$ cat src/rtl/counter_pkg.sv
// rtl/counter_pkg.sv - shared counter constants and helpers (up and down counters)
package counter_pkg;

    localparam int CNT_WIDTH_MAX       = 16;
    localparam int CNT_WIDTH_DEFAULT   = 4;
    localparam int CNT_MODULUS_DEFAULT = 16;

    // True when the modulus uses every code of the register, so wrap is a natural overflow.
    function automatic bit cnt_full_range(input int width, input int modulus);
        return modulus == (1 << width);
    endfunction

endpackage

$ cat src/rtl/sync_up_counter_if.sv
// rtl/sync_up_counter_if.sv - counter control/status bundle; load/d exist only with COUNT_LOAD_EN
interface sync_up_counter_if
    import counter_pkg::*;
#(
    parameter int WIDTH = CNT_WIDTH_DEFAULT
);

    logic             en;
`ifdef COUNT_LOAD_EN
    logic             load;
    logic [WIDTH-1:0] d;
`endif
    logic [WIDTH-1:0] q;
    logic [WIDTH-1:0] q_bar;
    logic             tc;

    modport master (
        output en,
`ifdef COUNT_LOAD_EN
        output load,
        output d,
`endif
        input  q,
        input  q_bar,
        input  tc
    );

    modport slave (
        input  en,
`ifdef COUNT_LOAD_EN
        input  load,
        input  d,
`endif
        output q,
        output q_bar,
        output tc
    );

endinterface

$ cat src/rtl/sync_up_counter_jk_cell.sv
// rtl/sync_up_counter_jk_cell.sv - synchronous JK flip-flop with synchronous active-high reset
module jk_cell (
    input  logic clk,
    input  logic reset,
    input  logic j,
    input  logic k,
    output logic q,
    output logic q_bar
);

    always_ff @(posedge clk) begin
        if (reset) begin
            q <= 1'b0;
        end else begin
            case ({j, k})
                2'b01:   q <= 1'b0;
                2'b10:   q <= 1'b1;
                2'b11:   q <= ~q;
                default: q <= q;
            endcase
        end
    end

    assign q_bar = ~q;

endmodule

$ cat src/rtl/sync_up_counter.sv
// rtl/sync_up_counter.sv - synchronous modulo-N up counter built from jk_cell bits
// Optional parallel load is compiled in with COUNT_LOAD_EN.
module sync_up_counter
    import counter_pkg::*;
#(
    parameter int WIDTH   = CNT_WIDTH_DEFAULT,
    parameter int MODULUS = CNT_MODULUS_DEFAULT
) (
    input  logic              clk,
    input  logic              reset,
    sync_up_counter_if.slave  cnt
);

    localparam bit               FULL  = cnt_full_range(WIDTH, MODULUS);
    localparam logic [WIDTH-1:0] TERM  = WIDTH'(MODULUS - 1);
    localparam logic [WIDTH:0]   MOD_W = (WIDTH + 1)'(MODULUS);

    logic [WIDTH-1:0] q;
    logic [WIDTH-1:0] q_bar;
    logic [WIDTH-1:0] chain;
    logic [WIDTH-1:0] j;
    logic [WIDTH-1:0] k;
    logic [WIDTH-1:0] load_val;
    logic             do_load;
    logic             at_term;

`ifdef COUNT_LOAD_EN
    assign do_load  = cnt.load;
    assign load_val = ({1'b0, cnt.d} < MOD_W) ? cnt.d : '0;
`else
    assign do_load  = 1'b0;
    assign load_val = '0;
`endif

    assign at_term = (q == TERM);

    // Toggle chain: bit i flips when enabled and every lower bit is 1.
    for (genvar gi = 0; gi < WIDTH; gi++) begin : g_chain
        if (gi == 0) begin : g_lsb
            assign chain[gi] = cnt.en;
        end else begin : g_upper
            assign chain[gi] = cnt.en & (&q[gi-1:0]);
        end
    end

    // Load and short-modulus clear drive J/K as explicit set/clear; otherwise toggle.
    always_comb begin
        j = '0;
        k = '0;
        for (int i = 0; i < WIDTH; i++) begin
            if (do_load) begin
                j[i] = load_val[i];
                k[i] = ~load_val[i];
            end else if (!FULL && cnt.en && at_term) begin
                j[i] = 1'b0;
                k[i] = 1'b1;
            end else begin
                j[i] = chain[i];
                k[i] = chain[i];
            end
        end
    end

    for (genvar gb = 0; gb < WIDTH; gb++) begin : g_bit
        jk_cell u_cell (
            .clk   (clk),
            .reset (reset),
            .j     (j[gb]),
            .k     (k[gb]),
            .q     (q[gb]),
            .q_bar (q_bar[gb])
        );
    end

    assign cnt.q     = q;
    assign cnt.q_bar = q_bar;
    assign cnt.tc    = cnt.en & at_term;

endmodule

$ cat src/flat_wrapper.sv
// flat-port wrapper written by rule: the top's interface ports become plain ports
module sync_up_counter_flat import counter_pkg::*;
#(
    parameter int WIDTH   = CNT_WIDTH_DEFAULT,
    parameter int MODULUS = CNT_MODULUS_DEFAULT
)
  (clk, reset, cnt_en, cnt_q, cnt_q_bar, cnt_tc);
  sync_up_counter_if #(.WIDTH(WIDTH)) cnt_i ();
  input  logic clk;
  input  logic reset;
  input wire logic [$bits(cnt_i.en)-1:0] cnt_en;
  output wire logic [$bits(cnt_i.q)-1:0] cnt_q;
  output wire logic [$bits(cnt_i.q_bar)-1:0] cnt_q_bar;
  output wire logic [$bits(cnt_i.tc)-1:0] cnt_tc;
  assign cnt_i.en = cnt_en;
  assign cnt_q = cnt_i.q;
  assign cnt_q_bar = cnt_i.q_bar;
  assign cnt_tc = cnt_i.tc;
  sync_up_counter #(.WIDTH(WIDTH), .MODULUS(MODULUS)) u_core (.clk(clk), .reset(reset), .cnt(cnt_i));
endmodule
$ cat config.mk
export PLATFORM = sky130hd
export DESIGN_NAME = sync_up_counter_flat
export DESIGN_NICKNAME = d
export VERILOG_FILES = /design/src/rtl/counter_pkg.sv /design/src/rtl/sync_up_counter_if.sv /design/src/rtl/sync_up_counter_jk_cell.sv /design/src/rtl/sync_up_counter.sv /design/src/flat_wrapper.sv
export SDC_FILE = /design/constraint.sdc
export NUM_CORES = 1
export LEC_CHECK = 0
export CAP_MARGIN = 15
export CORE_AREA = 2 2 39 41
export DETAILED_ROUTE_END_ITERATION = 16
export DIE_AREA = 0 0 41 43
export GPL_TIMING_DRIVEN = 0
export PLACE_DENSITY_LB_ADDON = 0.15
export RECOVER_POWER = 25
export SETUP_SLACK_MARGIN = 0.15
export SLEW_MARGIN = 40
export SYNTH_ARGS = -nofsm -noshare
export SYNTH_HDL_FRONTEND = slang
export SYNTH_HIERARCHICAL = 1
export SYNTH_SLANG_ARGS = --single-unit
$ cat constraint.sdc
create_clock -name clk -period 1.64 [get_ports clk]
set_input_delay 0.41 -clock clk [delete_from_list [all_inputs] [get_ports clk]]
set_output_delay 0.41 -clock clk [all_outputs]
set_load 0.02 [all_outputs]
---- Word-level counts from Yosys, hierarchy flattened ----
Cells that the tools add are included.
storage, ports and cells
  word-level logic and storage cells ...... 35
  register bits ........................... 4
cells by class
  equality and inequality tests ........... 13
  muxes and demuxes ....................... 4
  reduce and logical (&&, ||, !) cells .... 6
  bitwise logic cells ..................... 8
operators with widths
  cell                                                                    count
  2-bit equality test (second input constant)                             8
  1-bit case mux with 3 select lines                                      4
  3-bit nonzero test                                                      4
  2-bit by 1-bit equality test with 1-bit output (second input constant)  4
  1-bit AND                                                               4
  4-bit equality test (second input constant)                             1
  1-bit inverter                                                          4
  3-bit AND reduction                                                     1
  2-bit AND reduction                                                     1

---- Longest topological paths before layout ----
  depth after elaboration ................. 4
  gate-level depth with buffers ........... 3
  depth with buffers taken out ............ 3

---- Cells and area by module ----
Netlist, hierarchy kept.
modules (own cells, without submodules)
  module           seq. area each (µm²)  times used  cells an instance  area each (µm²)
  jk_cell          20.0                  4           4                  35.0
  sync_up_counter  0.0                   1           4                  30.0

---- Least setup slack after synthesis ----
OpenSTA, ideal clock, no wires.
  kind .................................... register to output
  from .................................... reg u_core.g_bit[0].u_cell.q
  to ...................................... out cnt_tc
  buffers on the path ..................... 0
  setup slack ............................. 0.237 ns
  cell stages (with the launch flop) ...... 3
  required time ........................... 1.230 ns
  arrival time ............................ 0.993 ns
  cells stage by stage .................... dfxtp_1 > and4_4 > and2_1
between the ends
  longest elaborated chain between the ends .. 2
RTL lines
  what                    RTL line                       text
  from (decl)             sync_up_counter_jk_cell.sv:7   output logic q,
  from (signal assigned)  sync_up_counter_jk_cell.sv:18  2'b11: q <= ~q;
  from (signal assigned)  sync_up_counter_jk_cell.sv:19  default: q <= q;
  4-bit equality test     sync_up_counter.sv:35          assign at_term = (q == TERM);
  1-bit AND               sync_up_counter.sv:77          assign cnt.tc = cnt.en & at_term;
  to (decl)               flat_wrapper.sv:14             output wire logic [$bits(cnt_i.tc)-1:0] cnt_tc;
Every way passes these cells.

---- Final worst setup path ----
  from .................................... reg u_core.g_bit[0].u_cell.q
  to ...................................... out cnt_q_bar[0]
between the ends
  longest elaborated chain between the ends .. 1
RTL lines
  what            RTL line                       text
  1-bit inverter  sync_up_counter_jk_cell.sv:24  assign q_bar = ~q;
  to (decl)       flat_wrapper.sv:13             output wire logic [$bits(cnt_i.q_bar)-1:0] cnt_q_bar;
Every way passes these cells.

==> impl_results.md <==
* Status: finished, final reports clean
* Skew final at 0.00140 ns
* PwrDens at 780 mW/mm^2
* Tot GR Track Use at 5.52%
* CP required at 1.23 ns
* Total vias in the final route at 179
* Slowest stage delay, CP at 0.35 ns
* WS Path Type: reg2out
* H-tree depth at 1
* CP max-delay cell: dfxtp_4
* WL per Instance at 7.83 um
* Initial Util at 12.3%
* Fin crit period at 1.48 ns
* Synth warnings at 6
* Crit Path Max Fanout at 5
* Yosys top cell area share at 47.1%
* Crit path capture type: primary output
* Flops & latches, synth at 4
* Initial DRT Pass Iterations at 2
* Fin. Hold Viols at 0
* Worst-path clk slew at 0.04 ns
* FP Rows at 14
* Bufs on Longest Clock Path at 2
* Worst Path Arrival at 1.07 ns
* Vias in the first global route at 135
* CTS tree: yes
* CTS sink count at 4
* Synthesized net count at 23
* Critical path, cell by cell: buf_4 -> inv_1 -> dlygate4sd2_1
* Design area at 338 sq um
* Largest net degree at the start of global routing at 8
* Sequential-to-total area share from yosys stat at 47.1%
* Worst Max-Slew Pin Slew at 0.208 ns
* Mapped Area at 170 sq um
* Post-Route WL at 407 um
* Largest Register: u_core/g_bit.u_cell/q
* Synth area leader: dfxtp_1
* Die width at 41 um
* # IOs at 12
* Maximum vdd drop at 0.251 mV
* IO Port Bufs at 11
* Grt total ovfl at 0
* Leakage at 0.147 nW
* Die Height at 43 um
* Die ar. at 0.00176 sq mm
* Antenna violations before repair at 0
* Worst Hold Class: in2reg
* Synth cell types at 7
* CP Launch Type: register
* Root buf cell: clkbuf_4
* Total power at 0.263 mW
* Slew margin rel. at 86.2%
* Nets at 41
* Post-layout utilization of the core at 24.4%
* Unrepaired setup endpoints after global routing: true
* CORE AREA at 0.00138 sq mm
* ANT cells at 0
* Regs by FF count: u_core/g_bit.u_cell/q (4)
* First-pass GRT wire length at 565 um
* CTS Buf Count at 3
* Drc violations at 0
* GP Congestion at 0.590
* Sum Neg Setup Slack at 0 ns
* Starting DRT DRC Count at 1
* Share of layout cells above drive strength 1 at 33.3%
* Max Cap Viol at 0
* Avg Inst Size Synth at 8.51 sq um
* Vias per Instance at 3.44
* Final worst setup slack at 0.156 ns
* Largest register FFs at 4
* Antenna viol nets, final at 0
* Fin crit share at 90.5%
* Area contributors post-synth: dfxtp_1 47%, a211oi_1 18%, inv_1 8.8%
* Clock Latency Late Sink at 0.23 ns
* Fill count at 156
* Final setup violation count at 0
* Post-DP Area at 300 sq um
* CTS hold repair buffers at 0
* P&R area growth vs syn at 98.5%
* Max frequency at 674 MHz
* Pre-CTS setup slack at -0.666 ns
* Post-synthesis cell count at 20
* Final Max Slew Viols at 0
-- per-stage QoR --
stage | hold WS, ns | instances
CTS | 0.501 | 50
floorplan | 0.488 | 20
global route | 0.413 | 52
global placement | 0.495 | 47
finish | 0.404 | 52
detailed placement | 0.496 | 47
-- cell usage after synthesis, drive strengths merged --
| cell | instances |
|---|---|
| and2 | 2 |
| and3 | 1 |
| nor2 | 4 |
| and4 | 1 |
| a211oi | 4 |
| dfxtp | 4 |
| inv | 4 |
-- cells in the final DEF, fill, tap and decap left out, drive strengths merged --
master,Yosys,routed
a211oi,4,4
and2,2,2
and3,1,1
and4,1,1
buf,0,3
clkbuf,0,4
dfxtp,4,4
dlygate4sd2,0,8
dlygate4sd3,0,1
inv,4,4
nor2,4,4
-- cells by family after synthesis --
kind of cell	after synthesis	synth area share (%)
buffers and inverters	4	8.82
flip-flops	4	47.1
AND/OR/NAND/NOR	8	26.5
AO/OA/AOI/OAI	4	17.6
-- power by group --
group          internal, mW  switching, mW
Combinational        0.0165         0.0205
Sequential            0.100        0.00482
Clock                0.0818         0.0398
Total                 0.198         0.0651
-- worst max-delay path, delay by kind of cell (launching register included) --
| kind | cells | cell delay, ns |
|---|---|---|
| buf+inv | 3 | 0.50 |
| flops | 1 | 0.35 |
-- per-layer routing --
metal	share of wire (%)	up-vias	global-route usage, %
met2	34	10	5.63
met3	12	0	3.66
li1	-	102	-
met4	0	0	8.00
met5	0	-	0
met1	54	67	5.79
-- area by class of cell --
type / instances / area [sq um] / area share (%)
multi-input combinational: 12 / 77.6 / 23.0
sequential: 4 / 91.3 / 27.0
tap: 16 / 20.0 / 5.93
inverter: 4 / 15.0 / 4.44
clock buffer: 3 / 22.5 / 6.67
timing repair buffer: 13 / 111 / 33.0
-- final timing paths --
path | startpoint | to | slack (ns) | cells after the start
setup / recovery | u_core/g_bit[0].u_cell/q | cnt_q_bar[0] | 0.16 | 3
hold / removal | cnt_en | u_core/g_bit[0].u_cell/q | 0.40 | 2
setup reg to reg | u_core/g_bit[0].u_cell/q | u_core/g_bit[3].u_cell/q | 0.79 | 3
hold reg to reg | u_core/g_bit[1].u_cell/q | u_core/g_bit[1].u_cell/q | 0.46 | 1
-- what timing repair did --
action / in CTS / in global routing
cloned: 0 / 0
hold endpoints to repair: 0 / 0
endpoints found under the setup margin: 9 / 1
buffers inserted: 0 / 2
resized for setup: 13 / 11
pin swaps: 0 / 1
(Power assumes the default switching activity.)
